===== src/rtl/arcade_input_pkg.sv =====
// Shared constants for the arcade input stage: PS/2 scan codes, joystick bit
// positions, INP bus bit positions and the coin FSM state type.
package arcade_input_pkg;

    localparam logic [8:0] KEY_UP       = 9'h075;
    localparam logic [8:0] KEY_DOWN     = 9'h072;
    localparam logic [8:0] KEY_LEFT     = 9'h06B;
    localparam logic [8:0] KEY_RIGHT    = 9'h074;
    localparam logic [8:0] KEY_P1_TRIG1 = 9'h029;
    localparam logic [8:0] KEY_P1_TRIG2 = 9'h014;
    localparam logic [8:0] KEY_F1       = 9'h005;
    localparam logic [8:0] KEY_F2       = 9'h006;
    localparam logic [8:0] KEY_START1   = 9'h016;
    localparam logic [8:0] KEY_START2   = 9'h01E;
    localparam logic [8:0] KEY_P2_UP    = 9'h02D;
    localparam logic [8:0] KEY_P2_DOWN  = 9'h02B;
    localparam logic [8:0] KEY_P2_LEFT  = 9'h023;
    localparam logic [8:0] KEY_P2_RIGHT = 9'h034;
    localparam logic [8:0] KEY_P2_TRIG1 = 9'h01C;
    localparam logic [8:0] KEY_P2_TRIG2 = 9'h01B;
    localparam logic [8:0] KEY_COIN1    = 9'h02E;
    localparam logic [8:0] KEY_COIN2    = 9'h036;

    localparam int JOY_RIGHT  = 0;
    localparam int JOY_LEFT   = 1;
    localparam int JOY_DOWN   = 2;
    localparam int JOY_UP     = 3;
    localparam int JOY_TRIG1  = 4;
    localparam int JOY_TRIG2  = 5;
    localparam int JOY_START1 = 6;
    localparam int JOY_START2 = 7;
    localparam int JOY_COIN   = 8;

    localparam int INP_UP    = 0;
    localparam int INP_RIGHT = 1;
    localparam int INP_DOWN  = 2;
    localparam int INP_LEFT  = 3;
    localparam int INP_TRIG1 = 4;
    localparam int INP_TRIG2 = 5;

    typedef enum logic [1:0] {COIN_IDLE, COIN_PULSE, COIN_GAP} coin_state_t;

    // Reorders the low joystick bits into the INP layout {trig2,trig1,left,down,right,up}.
    function automatic logic [5:0] joy_to_inp(input logic [5:0] j);
        return {j[JOY_TRIG2], j[JOY_TRIG1], j[JOY_LEFT], j[JOY_DOWN], j[JOY_RIGHT], j[JOY_UP]};
    endfunction

endpackage


===== src/rtl/arcade_input_ctrl_if.sv =====
// Bundle of hps_io-side inputs and core-side INP outputs of the arcade input stage.
interface arcade_input_ctrl_if;
    logic [10:0] ps2_key;
    logic [15:0] joystk1;
    logic [15:0] joystk2;
    logic        cabinet;
    logic        autofire;
    logic [5:0]  INP0;
    logic [5:0]  INP1;
    logic [2:0]  INP2;
    logic        coin_busy;

    modport slave (
        input  ps2_key, joystk1, joystk2, cabinet, autofire,
        output INP0, INP1, INP2, coin_busy
    );

    modport master (
        output ps2_key, joystk1, joystk2, cabinet, autofire,
        input  INP0, INP1, INP2, coin_busy
    );
endinterface


===== src/rtl/coin_pulser.sv =====
// Turns coin-button rising edges into fixed-length, spaced coin pulses through
// a small saturating pending-coin counter.
//
//   state      | meaning
//   COIN_IDLE  | no pulse; dequeues one pending coin when available
//   COIN_PULSE | coin output high for COIN_ON cycles
//   COIN_GAP   | coin output forced low for COIN_OFF cycles
module coin_pulser
    import arcade_input_pkg::*;
#(
    parameter int COIN_ON     = 4800000,
    parameter int COIN_OFF    = 4800000,
    parameter int MAX_PENDING = 3
) (
    input  logic clk_sys,
    input  logic reset_n,
    input  logic i_coin_raw,
    output logic o_coin,
    output logic o_busy
);
    localparam int CMAX = (COIN_ON > COIN_OFF) ? COIN_ON : COIN_OFF;
    localparam int TW   = (CMAX > 1) ? $clog2(CMAX) : 1;
    localparam int PW   = $clog2(MAX_PENDING + 1);

    coin_state_t   r_state, w_state_nxt;
    logic [TW-1:0] r_timer, w_timer_nxt;
    logic [PW-1:0] r_pending, w_pending_nxt;
    logic          r_coin_d;
    logic          w_req, w_deq;

    assign w_req = i_coin_raw & ~r_coin_d;

    always_ff @(posedge clk_sys or negedge reset_n) begin
        if (!reset_n) begin
            r_state   <= COIN_IDLE;
            r_timer   <= '0;
            r_pending <= '0;
            r_coin_d  <= 1'b0;
        end else begin
            r_state   <= w_state_nxt;
            r_timer   <= w_timer_nxt;
            r_pending <= w_pending_nxt;
            r_coin_d  <= i_coin_raw;
        end
    end

    always_comb begin
        w_state_nxt = r_state;
        w_timer_nxt = r_timer;
        w_deq       = 1'b0;
        case (r_state)
            COIN_IDLE: begin
                if (r_pending != '0) begin
                    w_deq       = 1'b1;
                    w_state_nxt = COIN_PULSE;
                    w_timer_nxt = TW'(COIN_ON - 1);
                end
            end
            COIN_PULSE: begin
                if (r_timer == '0) begin
                    w_state_nxt = COIN_GAP;
                    w_timer_nxt = TW'(COIN_OFF - 1);
                end else begin
                    w_timer_nxt = r_timer - TW'(1);
                end
            end
            COIN_GAP: begin
                if (r_timer == '0) begin
                    w_state_nxt = COIN_IDLE;
                end else begin
                    w_timer_nxt = r_timer - TW'(1);
                end
            end
            default: w_state_nxt = COIN_IDLE;
        endcase
    end

    // A request coinciding with a dequeue leaves the count unchanged.
    always_comb begin
        w_pending_nxt = r_pending;
        if (w_req && !w_deq && (r_pending != PW'(MAX_PENDING))) begin
            w_pending_nxt = r_pending + PW'(1);
        end else if (w_deq && !w_req) begin
            w_pending_nxt = r_pending - PW'(1);
        end
    end

    assign o_coin = (r_state == COIN_PULSE);
    assign o_busy = (r_state != COIN_IDLE) || (r_pending != '0);

endmodule


===== src/rtl/arcade_input_ctrl.sv =====
// Arcade input conditioning: PS/2 key map, joystick merge and coin pulsing.
// Optional autofire on trig1 is compiled in with ARC_INPUT_AUTOFIRE_EN.
module arcade_input_ctrl
    import arcade_input_pkg::*;
#(
    parameter int COIN_ON       = 4800000,
    parameter int COIN_OFF      = 4800000,
    parameter int MAX_PENDING   = 3,
    parameter int AUTOFIRE_HALF = 2400000
) (
    input logic               clk_sys,
    input logic               reset_n,
    arcade_input_ctrl_if.slave io
);
    logic       r_tog, r_prime;
    logic [5:0] r_p1_keys, r_p2_keys, w_p1_keys_nxt, w_p2_keys_nxt;
    logic       r_start1, r_start2, r_coin1, r_coin2;
    logic       w_start1_nxt, w_start2_nxt, w_coin1_nxt, w_coin2_nxt;
    logic [5:0] r_inp0, r_inp1, w_p1, w_p2, w_p1_g, w_p2_g;
    logic [1:0] r_inp2;
    logic       w_event, w_prs, w_start1, w_start2, w_coin_raw, w_coin, w_busy;
    logic       w_phase, w_gate;
    logic [8:0] w_code;
    logic       w_unused;

    assign w_code   = io.ps2_key[8:0];
    assign w_prs    = io.ps2_key[9];
    assign w_event  = r_prime && (r_tog != io.ps2_key[10]);
    assign w_unused = ^{io.joystk1[15:9], io.joystk2[15:9]};

    always_comb begin
        w_p1_keys_nxt = r_p1_keys;
        w_p2_keys_nxt = r_p2_keys;
        w_start1_nxt  = r_start1;
        w_start2_nxt  = r_start2;
        w_coin1_nxt   = r_coin1;
        w_coin2_nxt   = r_coin2;
        if (w_event) begin
            // Arrow keys match with or without the extended prefix bit.
            if (w_code[7:0] == KEY_UP[7:0])         w_p1_keys_nxt[INP_UP]    = w_prs;
            else if (w_code[7:0] == KEY_DOWN[7:0])  w_p1_keys_nxt[INP_DOWN]  = w_prs;
            else if (w_code[7:0] == KEY_LEFT[7:0])  w_p1_keys_nxt[INP_LEFT]  = w_prs;
            else if (w_code[7:0] == KEY_RIGHT[7:0]) w_p1_keys_nxt[INP_RIGHT] = w_prs;
            else begin
                case (w_code)
                    KEY_P1_TRIG1: w_p1_keys_nxt[INP_TRIG1] = w_prs;
                    KEY_P1_TRIG2: w_p1_keys_nxt[INP_TRIG2] = w_prs;
                    KEY_P2_UP:    w_p2_keys_nxt[INP_UP]    = w_prs;
                    KEY_P2_DOWN:  w_p2_keys_nxt[INP_DOWN]  = w_prs;
                    KEY_P2_LEFT:  w_p2_keys_nxt[INP_LEFT]  = w_prs;
                    KEY_P2_RIGHT: w_p2_keys_nxt[INP_RIGHT] = w_prs;
                    KEY_P2_TRIG1: w_p2_keys_nxt[INP_TRIG1] = w_prs;
                    KEY_P2_TRIG2: w_p2_keys_nxt[INP_TRIG2] = w_prs;
                    KEY_F1:       begin w_start1_nxt = w_prs; w_coin1_nxt = w_prs; end
                    KEY_F2:       begin w_start2_nxt = w_prs; w_coin2_nxt = w_prs; end
                    KEY_START1:   w_start1_nxt = w_prs;
                    KEY_START2:   w_start2_nxt = w_prs;
                    KEY_COIN1:    w_coin1_nxt  = w_prs;
                    KEY_COIN2:    w_coin2_nxt  = w_prs;
                    default:      ;
                endcase
            end
        end
    end

    assign w_p2       = r_p2_keys | joy_to_inp(io.joystk2[5:0]);
    assign w_p1       = r_p1_keys | joy_to_inp(io.joystk1[5:0]) | (io.cabinet ? 6'd0 : w_p2);
    assign w_start1   = r_start1 | io.joystk1[JOY_START1] | io.joystk2[JOY_START1];
    assign w_start2   = r_start2 | io.joystk1[JOY_START2] | io.joystk2[JOY_START2];
    assign w_coin_raw = r_coin1 | r_coin2 | io.joystk1[JOY_COIN] | io.joystk2[JOY_COIN];

`ifdef ARC_INPUT_AUTOFIRE_EN
    localparam int AFW = (AUTOFIRE_HALF > 1) ? $clog2(AUTOFIRE_HALF) : 1;
    logic [AFW-1:0] r_af_cnt;
    logic           r_phase;

    always_ff @(posedge clk_sys or negedge reset_n) begin
        if (!reset_n) begin
            r_af_cnt <= AFW'(AUTOFIRE_HALF - 1);
            r_phase  <= 1'b1;
        end else if (r_af_cnt == '0) begin
            r_af_cnt <= AFW'(AUTOFIRE_HALF - 1);
            r_phase  <= ~r_phase;
        end else begin
            r_af_cnt <= r_af_cnt - AFW'(1);
        end
    end

    assign w_phase = r_phase;
`else
    // Without the feature the phase is a constant 1, so trig1 is never gated.
    assign w_phase = (AUTOFIRE_HALF > 0);
`endif

    assign w_gate = ~io.autofire | w_phase;

    always_comb begin
        w_p1_g = w_p1;
        w_p2_g = w_p2;
        w_p1_g[INP_TRIG1] = w_p1[INP_TRIG1] & w_gate;
        w_p2_g[INP_TRIG1] = w_p2[INP_TRIG1] & w_gate;
    end

    always_ff @(posedge clk_sys or negedge reset_n) begin
        if (!reset_n) begin
            r_tog     <= 1'b0;
            r_prime   <= 1'b0;
            r_p1_keys <= '0;
            r_p2_keys <= '0;
            r_start1  <= 1'b0;
            r_start2  <= 1'b0;
            r_coin1   <= 1'b0;
            r_coin2   <= 1'b0;
            r_inp0    <= '0;
            r_inp1    <= '0;
            r_inp2    <= '0;
        end else begin
            r_tog     <= io.ps2_key[10];
            r_prime   <= 1'b1;
            r_p1_keys <= w_p1_keys_nxt;
            r_p2_keys <= w_p2_keys_nxt;
            r_start1  <= w_start1_nxt;
            r_start2  <= w_start2_nxt;
            r_coin1   <= w_coin1_nxt;
            r_coin2   <= w_coin2_nxt;
            r_inp0    <= w_p1_g;
            r_inp1    <= w_p2_g;
            r_inp2    <= {w_start2, w_start1};
        end
    end

    coin_pulser #(
        .COIN_ON     (COIN_ON),
        .COIN_OFF    (COIN_OFF),
        .MAX_PENDING (MAX_PENDING)
    ) u_coin (
        .clk_sys    (clk_sys),
        .reset_n    (reset_n),
        .i_coin_raw (w_coin_raw),
        .o_coin     (w_coin),
        .o_busy     (w_busy)
    );

    assign io.INP0      = r_inp0;
    assign io.INP1      = r_inp1;
    assign io.INP2      = {w_coin, r_inp2};
    assign io.coin_busy = w_busy;

endmodule


===== src/flat_wrapper.sv =====
// flat-port wrapper written by rule: the top's interface ports become plain ports
module arcade_input_ctrl_flat import arcade_input_pkg::*;
#(
    parameter int COIN_ON       = 4800000,
    parameter int COIN_OFF      = 4800000,
    parameter int MAX_PENDING   = 3,
    parameter int AUTOFIRE_HALF = 2400000
)
  (clk_sys, reset_n, io_ps2_key, io_joystk1, io_joystk2, io_cabinet, io_autofire, io_INP0, io_INP1, io_INP2, io_coin_busy);
  arcade_input_ctrl_if io_i ();
  input logic clk_sys;
  input logic reset_n;
  input wire logic [$bits(io_i.ps2_key)-1:0] io_ps2_key;
  input wire logic [$bits(io_i.joystk1)-1:0] io_joystk1;
  input wire logic [$bits(io_i.joystk2)-1:0] io_joystk2;
  input wire logic [$bits(io_i.cabinet)-1:0] io_cabinet;
  input wire logic [$bits(io_i.autofire)-1:0] io_autofire;
  output wire logic [$bits(io_i.INP0)-1:0] io_INP0;
  output wire logic [$bits(io_i.INP1)-1:0] io_INP1;
  output wire logic [$bits(io_i.INP2)-1:0] io_INP2;
  output wire logic [$bits(io_i.coin_busy)-1:0] io_coin_busy;
  assign io_i.ps2_key = io_ps2_key;
  assign io_i.joystk1 = io_joystk1;
  assign io_i.joystk2 = io_joystk2;
  assign io_i.cabinet = io_cabinet;
  assign io_i.autofire = io_autofire;
  assign io_INP0 = io_i.INP0;
  assign io_INP1 = io_i.INP1;
  assign io_INP2 = io_i.INP2;
  assign io_coin_busy = io_i.coin_busy;
  arcade_input_ctrl #(.COIN_ON(COIN_ON), .COIN_OFF(COIN_OFF), .MAX_PENDING(MAX_PENDING), .AUTOFIRE_HALF(AUTOFIRE_HALF)) u_core (.clk_sys(clk_sys), .reset_n(reset_n), .io(io_i));
endmodule

===== config.mk =====
export PLATFORM = sky130hd
export DESIGN_NAME = arcade_input_ctrl_flat
export DESIGN_NICKNAME = d
export VERILOG_FILES = /design/src/rtl/arcade_input_pkg.sv /design/src/rtl/arcade_input_ctrl_if.sv /design/src/rtl/coin_pulser.sv /design/src/rtl/arcade_input_ctrl.sv /design/src/flat_wrapper.sv
export SDC_FILE = /design/constraint.sdc
export NUM_CORES = 1
export LEC_CHECK = 0
export CORE_MARGIN = 2
export CORE_UTILIZATION = 52
export CTS_CLUSTER_SIZE = 24
export DETAILED_ROUTE_END_ITERATION = 10
export PLACE_DENSITY = 0.79
export SYNTH_ARGS = -nofsm -noshare
export SYNTH_HDL_FRONTEND = slang
export SYNTH_HIERARCHICAL = 1
export SYNTH_SLANG_ARGS = --single-unit

===== constraint.sdc =====
create_clock -name clk_sys -period 2.5 [get_ports clk_sys]
set_input_delay 0.5 -clock clk_sys [delete_from_list [all_inputs] [get_ports clk_sys]]
set_output_delay 0.5 -clock clk_sys [all_outputs]
set_load 0.01 [all_outputs]

==> results.md, run 1 <==
* Synth Flop Type: dfrtp_1
* Avg Inst Size Synth at 10.1 µm²
* Avg WL per Cell at 16.0 µm
* Antenna Nets Post-Route at 0
* Clk network pwr share at 23.2%
* Setup-failing EPs final at 0
* Simple-gate portion of the synthesized area at 22.7%
* Worst-margin pin slew at 0.592 ns
* DR vias/cell at 5.88
* Post-synth top area share at 46.7%
* Die extent in y at 82.6 µm
* Most common cell after layout, fill and taps aside: dfrtp_1
* Sequential area share after synthesis at 46.7%
* Synth Area in Compound Gates at 18.0%
* Post-synthesis cell area at 3210 µm²
* Synthesized net count at 370
* Yosys Warn Count at 6
* FP Rows at 28
* Vias in the first global route at 2681
* Max cap viols at 0
* Initial antenna violation count at 0
* Share of cells above drive strength 1 at 16.7%
* R2r setup slk at 0.21 ns
* CP Capture Type: output pin
* Filler Cell Count at 495
* Fin crit period at 2.34 ns
* Mux contribution to synthesized area at 5.61%
* Netlist cell types at 61
* Reg clk slew, reported paths at 0.07 ns
* Fin nets at 423
* I/O pin count at 63
* Kind of critical path: reg2out
* CORE AREA at 5960 µm²
* Synth Instances at 319
* Routability congestion estimate at 0.812
* CTS tree: yes
* Clock Skews at 0.00794 ns
* Leading area contributor after synthesis: dfrtp_1
* Internal power at 2280 µW
* Hpwl dp at 5140 µm
* RSZ-0062 raised after global routing: no
* Longest Clk Path Bufs at 2
* Max frequency at 427 MHz
* Post-CTS Setup Inserts at 0
* Diode count at 0
* Drt pass-1 iters at 4
* Worst r2r dst: u_core/u_coin/r_timer[20]
* XOR/XNOR share of the synthesized area at 1.09%
* Grt ovf at 0
* Logic pwr share at 40.1%
* Final hold viol count at 0
* Routed vias at 2656
* First-pass GRT wire length at 12100 µm
* Area contributors post-synth: dfrtp_1, mux2_2, nor2_1, a21oi_1, o22a_1
* Worst Hold Class: in2async
* Total negative slack at 0 ns
* Pwr Density at 923 nW/µm²
* Sequential share of power at 36.7%
* Reg-to-Reg Start: u_core/u_coin/r_timer[0]
* Area of the die at 6830 µm²
* Slew Limit Fails at 0
* CTS Hold Bufs at 0
* Reg2Reg Depth at 7
* Routed wire length at 7220 µm
* I/O Buffers at 47
* Final period util at 93.8%
* Slew margin rel. at 60.6%
* Largest net degree at the start of global routing at 37
* Total Routing Usage GR at 23.9%
* VDD IR max at 719 µV
* Clk_lat worst skew at 0.34 ns
* H-tree levels at 3
* Startpoint types: flop
* Final Total Pwr at 3670 µW
* TritonCTS Sinks at 60
* Critical path fanouts, max at 7
* Number of synthesized flops with an enable pin at 0
* Leakage power at 0.00163 µW
* Crit path DAT at 1.84 ns
* Num CTS Buffers at 9
* Status: finished, final reports clean
* Async SR Flop Fraction at 100%
* Net Sw Frac at 37.8%
* DRC violations left at 0
* Adder-cell share of the synthesized area at 1.56%
* Syn-to-layout area delta at 23.8%
* Die X-Extent at 82.6 µm
* Worst Path Required at 2.00 ns
* Register bit total from synthesis at 60
* Starting Density at 54.0%
* CTS Root Cell: clkbuf_8
* Detailed Route Iter0 Violations at 174
* P_sw at 1390 µW
* Largest family of logic cells by synthesized area: simple AND/OR/NAND/NOR gates
* Commonest cells after routing, fill and taps aside: dfrtp_1, clkdlybuf4s50_1, nor2_1
[routing by layer]
layer	routed length, µm	GRT usage [%]	vias up
met2	3710	44.0	58
met5	0	0	-
met3	380	7.07	9
li1	-	-	1283
met4	126	8.69	0
met1	3010	25.9	1306
[state kept, by name (all words and copies together), names as in the netlist]
register and count:
u_core/io.INP0 6, u_core/io.INP1 6, u_core/r_coin1 1, u_core/r_coin2 1, u_core/r_inp2 2, u_core/r_p1_keys 6
u_core/r_p2_keys 6, u_core/r_prime 1, u_core/r_start1 1, u_core/r_start2 1, u_core/r_tog 1, u_core/u_coin/r_coin_d 1
u_core/u_coin/r_pending 2, u_core/u_coin/r_state 2, u_core/u_coin/r_timer 23
[worst max path at each step]
| stage | from | end | slack, ns | cells after the start |
|---|---|---|---|---|
| 6_report | u_core/u_coin/r_state[0] | io_coin_busy | 0.16 | 4 |
| 5_1_grt | u_core/u_coin/r_timer[0] | u_core/u_coin/r_timer[20] | 0.06 | 7 |
| 4_1_cts | u_core/u_coin/r_state[0] | io_coin_busy | 0.16 | 4 |
| 3_5_place_dp | io_ps2_key[5] | u_core/r_p2_keys[3] | 0.01 | 5 |
| 3_3_place_gp | io_ps2_key[5] | u_core/r_p2_keys[3] | 0.07 | 5 |
| 2_1_floorplan | u_core/u_coin/r_state[0] | u_core/u_coin/r_timer[9] | 0.42 | 9 |
[layout make-up]
type                    count  area (µm²)  share of cell area [%]
multi-input cells         230        1580                    39.7
flip-flops and latches     60        1500                    37.7
repair buffers             59         567                    14.2
clock buffers               9         124                    3.11
well taps                  75        93.8                    2.36
clock inverters             7        67.6                    1.70
inverters                  12        45.0                    1.13
[stage by stage]
step	cells	setup slack, ns	hold slack (ns)	util, %	instance area [µm²]
after detailed placement	436	0.0105	0.445	63.6	3780
after floorplan	319	0.417	0.204	-	3210
after global placement	436	0.0690	0.445	63.6	3780
final	452	0.156	0.158	66.8	3980
after global routing	452	0.0637	0.187	66.8	3980
after CTS	452	0.164	0.164	66.8	3980
[kinds of logic (layout without fill, tap and decap cells)]
family	count (synthesis)	in the layout
flip-flops	60	60
multiplexers	16	16
buffers and inverters	29	87
adder cells (fa/ha/maj)	4	4
AND/OR/NAND/NOR	125	125
other	1	1
AO/OA/AOI/OAI	80	80
XOR/XNOR	4	4
[critical path, cell delays in order, from the launching register on]
cell	delay, ns
dfrtp_1	0.41
inv_1	0.10
ha_2	0.25
or3b_4	0.44
dlygate4sd2_1	0.31
[cells in the mapped netlist, types with 2 or more instances]
cell type   n
o22a_1     10
ha_1        4
mux2_1      2
o31a_1      3
nand2_1    19
clkbuf_1    9
o31ai_4     2
or3_1       4
inv_1      12
nor4_1      7
nand3b_1    2
buf_1       2
nor2_1     31
a21oi_1    23
mux2_2     14
nand3_1     9
nand4_1     4
nor3b_1     4
o21ai_0    12
buf_6       2
nor3_2      6
xor2_1      4
nor3_1     14
nor4b_1     3
dfrtp_1    60
o21a_1      7
o211a_1     2
a31oi_1     7
a41oi_1     2
buf_4       3
nand2b_1    3
nor2b_1     4
[power groups by stage]
stage / registers (µW) / clock network (µW) / logic [µW]
CTS: 1340 / 871 / 1470
floorplan: 1310 / 0 / 1110
global route: 1370 / 923 / 1630
finish: 1350 / 853 / 1470
detailed placement: 1360 / 0 / 1460
global placement: 1350 / 0 / 1400
[repair_timing]
action / 4_1_cts / 5_1_grt
resized for setup: 3 / 0
setup endpoints to repair: 1 / 0
hold endpoints to repair: 0 / 0
Power figures use the tool's default switching activity.
==> run 2, diff against run 1 <==
--- a/config.mk
+++ b/config.mk
@@ -5,8 +5,10 @@
 export SDC_FILE = /design/constraint.sdc
 export NUM_CORES = 1
 export LEC_CHECK = 0
+export ABC_AREA = 1
+export CORE_ASPECT_RATIO = 0.7
 export CORE_MARGIN = 2
-export CORE_UTILIZATION = 52
+export CORE_UTILIZATION = 53
 export CTS_CLUSTER_SIZE = 24
 export DETAILED_ROUTE_END_ITERATION = 10
 export PLACE_DENSITY = 0.79
@@ -14,3 +16,4 @@
 export SYNTH_HDL_FRONTEND = slang
 export SYNTH_HIERARCHICAL = 1
 export SYNTH_SLANG_ARGS = --single-unit
+export TNS_END_PERCENT = 5
==> run 2 against run 1 <==
Effect of this change:
- worst setup slack better by 0.024 ns
- largest cell class unchanged
- total power fell by 43%
- clock skew decreased by 0.0017 ns
- critical endpoint unchanged
- die area is 7.8% higher
- register-to-register slack gained 0.44 ns
- wire length increased by 11%
- utilization increased by 0.63 points
- highest routed layer unchanged
- synthesized cell count rose by 44%
==> results.md, run 2 <==
* Initial antenna violation count at 0 (unchanged)
* I/O Buffers at 47 (unchanged)
* Commonest cells after routing, fill and taps aside: nand2_1, dfrtp_1, inv_1
* Yosys Warn Count at 6 (unchanged)
* Largest family of logic cells by synthesized area: simple AND/OR/NAND/NOR gates
* Num CTS Buffers at 9 (unchanged)
* Hpwl dp at 5940 µm (+16%)
* Status: finished, final reports clean
* Finished Layout Cells at 606 (+34%)
* Grt ovf at 0 (unchanged)
* DR vias/cell at 5.14 (-13%)
* Largest net degree at the start of global routing at 33 (-11%)
* Async SR Flop Fraction at 100% (unchanged)
* Startpoint types: flop
* Number of synthesized flops with an enable pin at 0 (unchanged)
* Worst Hold Class: in2async
* Max FFs per register at 23 (unchanged)
* RSZ-0062 raised after global routing: no
* I/O pin count at 63 (unchanged)
* Pwr Density at 492 nW/µm² (-47%)
* Die extent in y at 72.4 µm (-12%)
* Area of the die at 7360 µm² (+7.8%)
* Area contributors post-synth: dfrtp_1, nand2_1, inv_1, nor2_1, nand3_1
* Critical path fanouts, max at 4 (-3)
* Post-DP Area at 4070 µm² (+7.4%)
* Drt pass-1 iters at 5 (+1)
* CTS Hold Bufs at 0 (unchanged)
* Sequential area share after synthesis at 42.4% (-4.3 points)
* CTS resizes at 0 (-3)
* Clock Skews at 0.00620 ns (-0.00174 ns)
* Vias in the first global route at 3015 (+12%)
* Simple-gate portion of the synthesized area at 34.6% (+12 points)
* CP cell instances: inv_1, ha_1, nand3_1, clkdlybuf4s50_1
* Routed wire length at 8050 µm (+11%)
* Kind of critical path: reg2out
* Register area at 1500 µm² (unchanged)
* Post-CTS Setup Inserts at 0 (unchanged)
* CORE AREA at 6340 µm² (+6.4%)
* Leading area contributor after synthesis: dfrtp_1
* Mux contribution to synthesized area at 0% (-5.6 points)
* Critical path's slowest cell: clkdlybuf4s50_1
* TritonCTS Sinks at 60 (unchanged)
* Register bit total from synthesis at 60 (unchanged)
* Netlist cell types at 38 (-38%)
* Synth cell count leaders: nand2_1, dfrtp_1, inv_1, nor2_1, nand3_1
* Final instance area at 4270 µm² (+7.4%)
* Final hold viol count at 0 (unchanged)
* Synth Area in Compound Gates at 10.1% (-7.9 points)
* Avg Inst Size Synth at 7.69 µm² (-24%)
* Final period util at 92.8% (-0.96 points)
* Synthesized net count at 511 (+38%)
* Slew Limit Fails at 0 (unchanged)
* Worst Path Required at 2.00 ns (about the same)
* Leakage power at 0.00207 µW (+27%)
* Diode count at 0 (unchanged)
* Largest Register: u_core/u_coin/r_timer
* Filler Cell Count at 526 (+6.3%)
* Placed cells at 590 (+35%)
* VDD IR max at 425 µV (-41%)
* Post-synthesis cell area at 3540 µm² (+10%)
* First-pass GRT wire length at 13800 µm (+14%)
* Total negative slack at 0 ns (unchanged)
* DRC violations left at 0 (unchanged)
* Max frequency at 431 MHz (+1.0%)
* Fin crit period at 2.32 ns (-0.0240 ns)
* Most common cell after layout, fill and taps aside: nand2_1
* Syn-to-layout area delta at 20.7%
* Clk_lat worst skew at 0.34 ns (about the same)
* Final Total Pwr at 2100 µW (-43%)
* Post-synth top area share at 42.4% (-4.3 points)
* FP Rows at 24 (-14%)
* Crit path DAT at 1.82 ns (-0.02 ns)
* Reg clk slew, reported paths at 0.08 ns (about the same)
* XOR/XNOR share of the synthesized area at 2.72% (+1.6 points)
* Detailed Route Iter0 Violations at 238 (+37%)
* Die X-Extent at 102 µm (+23%)
* Hold_ws at 0.175 ns (+0.0174 ns)
* Routability congestion estimate at 0.878 (+8.0%)
* CTS Root Cell: clkbuf_8
* H-tree levels at 3 (unchanged)
* Starting Density at 55.9% (+1.9 points)
* Longest Clk Path Bufs at 2 (unchanged)
* Routed vias at 3112 (+17%)
* Adder-cell share of the synthesized area at 1.41% (-0.14 points)
* Total Routing Usage GR at 24.4% (+0.48 points)
* Share of cells above drive strength 1 at 15.3% (-1.4 points)
* Synth Flop Type: dfrtp_1
* Synth Instances at 460 (+44%)
* CTS tree: yes
* Antenna Nets Post-Route at 0 (unchanged)
* Worst-margin pin slew at 0.661 ns (+0.0693 ns)
* Fin nets at 561 (+33%)
* Slew margin rel. at 55.9% (-4.6 points)
* CP Capture Type: output pin
* Multi-input logic area at 1730 µm² (+9.6%)
* Avg WL per Cell at 13.3 µm (-17%)
* Count leader, synth: nand2_1
* Crit-path max cell delay at 0.58 ns (+0.14 ns)
* Setup-failing EPs final at 0 (unchanged)
* Max cap viols at 0 (unchanged)
## run 2: final timing paths
check	start	endpoint	slack [ns]	cells after the start
setup / recovery	u_core/u_coin/r_state[0]	io_coin_busy	0.18	4
hold / removal	reset_n	u_core/r_p2_keys[4]	0.17	1
setup reg to reg	u_core/u_coin/r_timer[0]	u_core/u_coin/r_timer[8]	0.65	9
hold reg to reg	u_core/r_p1_keys[3]	u_core/io.INP0[3]	0.47	1
max in group asynchronous	reset_n	u_core/u_coin/r_timer[19]	1.72	2
min in group clk_sys	u_core/r_p1_keys[3]	u_core/io.INP0[3]	0.47	1
## run 2: layer usage
layer	vias up	GRT usage, %	wire length [µm]
li1	1565	-	-
met1	1450	33.4	3860
met2	91	37.1	3460
met3	6	8.29	675
met4	0	7.06	54
met5	-	0	0
## run 2: area by class of cell
type	count	share of cell area, %
inverters	59	5.24
flip-flops and latches	60	35.1
clock buffers	10	3.22
well taps	91	2.66
clock inverters	6	1.67
multi-input cells	331	40.5
repair buffers	49	11.5
## run 2: critical path: cells and delay by family, from the launching register on
kind	cells	cell delay (ns)
fa+ha+maj	1	0.22
buf+inv	2	0.66
flops	1	0.39
simple gates	1	0.20
## run 2: metrics by stage
| stage | worst slack (ns) | utilization [%] |
|---|---|---|
| 2_1_floorplan | 0.842 | - |
| 3_3_place_gp | 0.529 | 64.2 |
| 3_5_place_dp | 0.510 | 64.2 |
| 4_1_cts | 0.163 | 67.5 |
| 5_1_grt | 0.0609 | 67.5 |
| 6_report | 0.180 | 67.5 |
## run 2: cell families after synthesis
kind of cell | count (synthesis)
compound gates | 57
xor+xnor | 11
fa+ha+maj | 4
buf+inv | 69
flops | 60
other cells | 1
simple gates | 258
## run 2: power by group
part / switching [µW] / internal [µW] / leakage (µW) / total [µW]
clock: 425 / 496 / 0.0000995 / 921
sequential: 6.95 / 990 / 0.000687 / 997
combinational: 97.6 / 86.2 / 0.00128 / 184
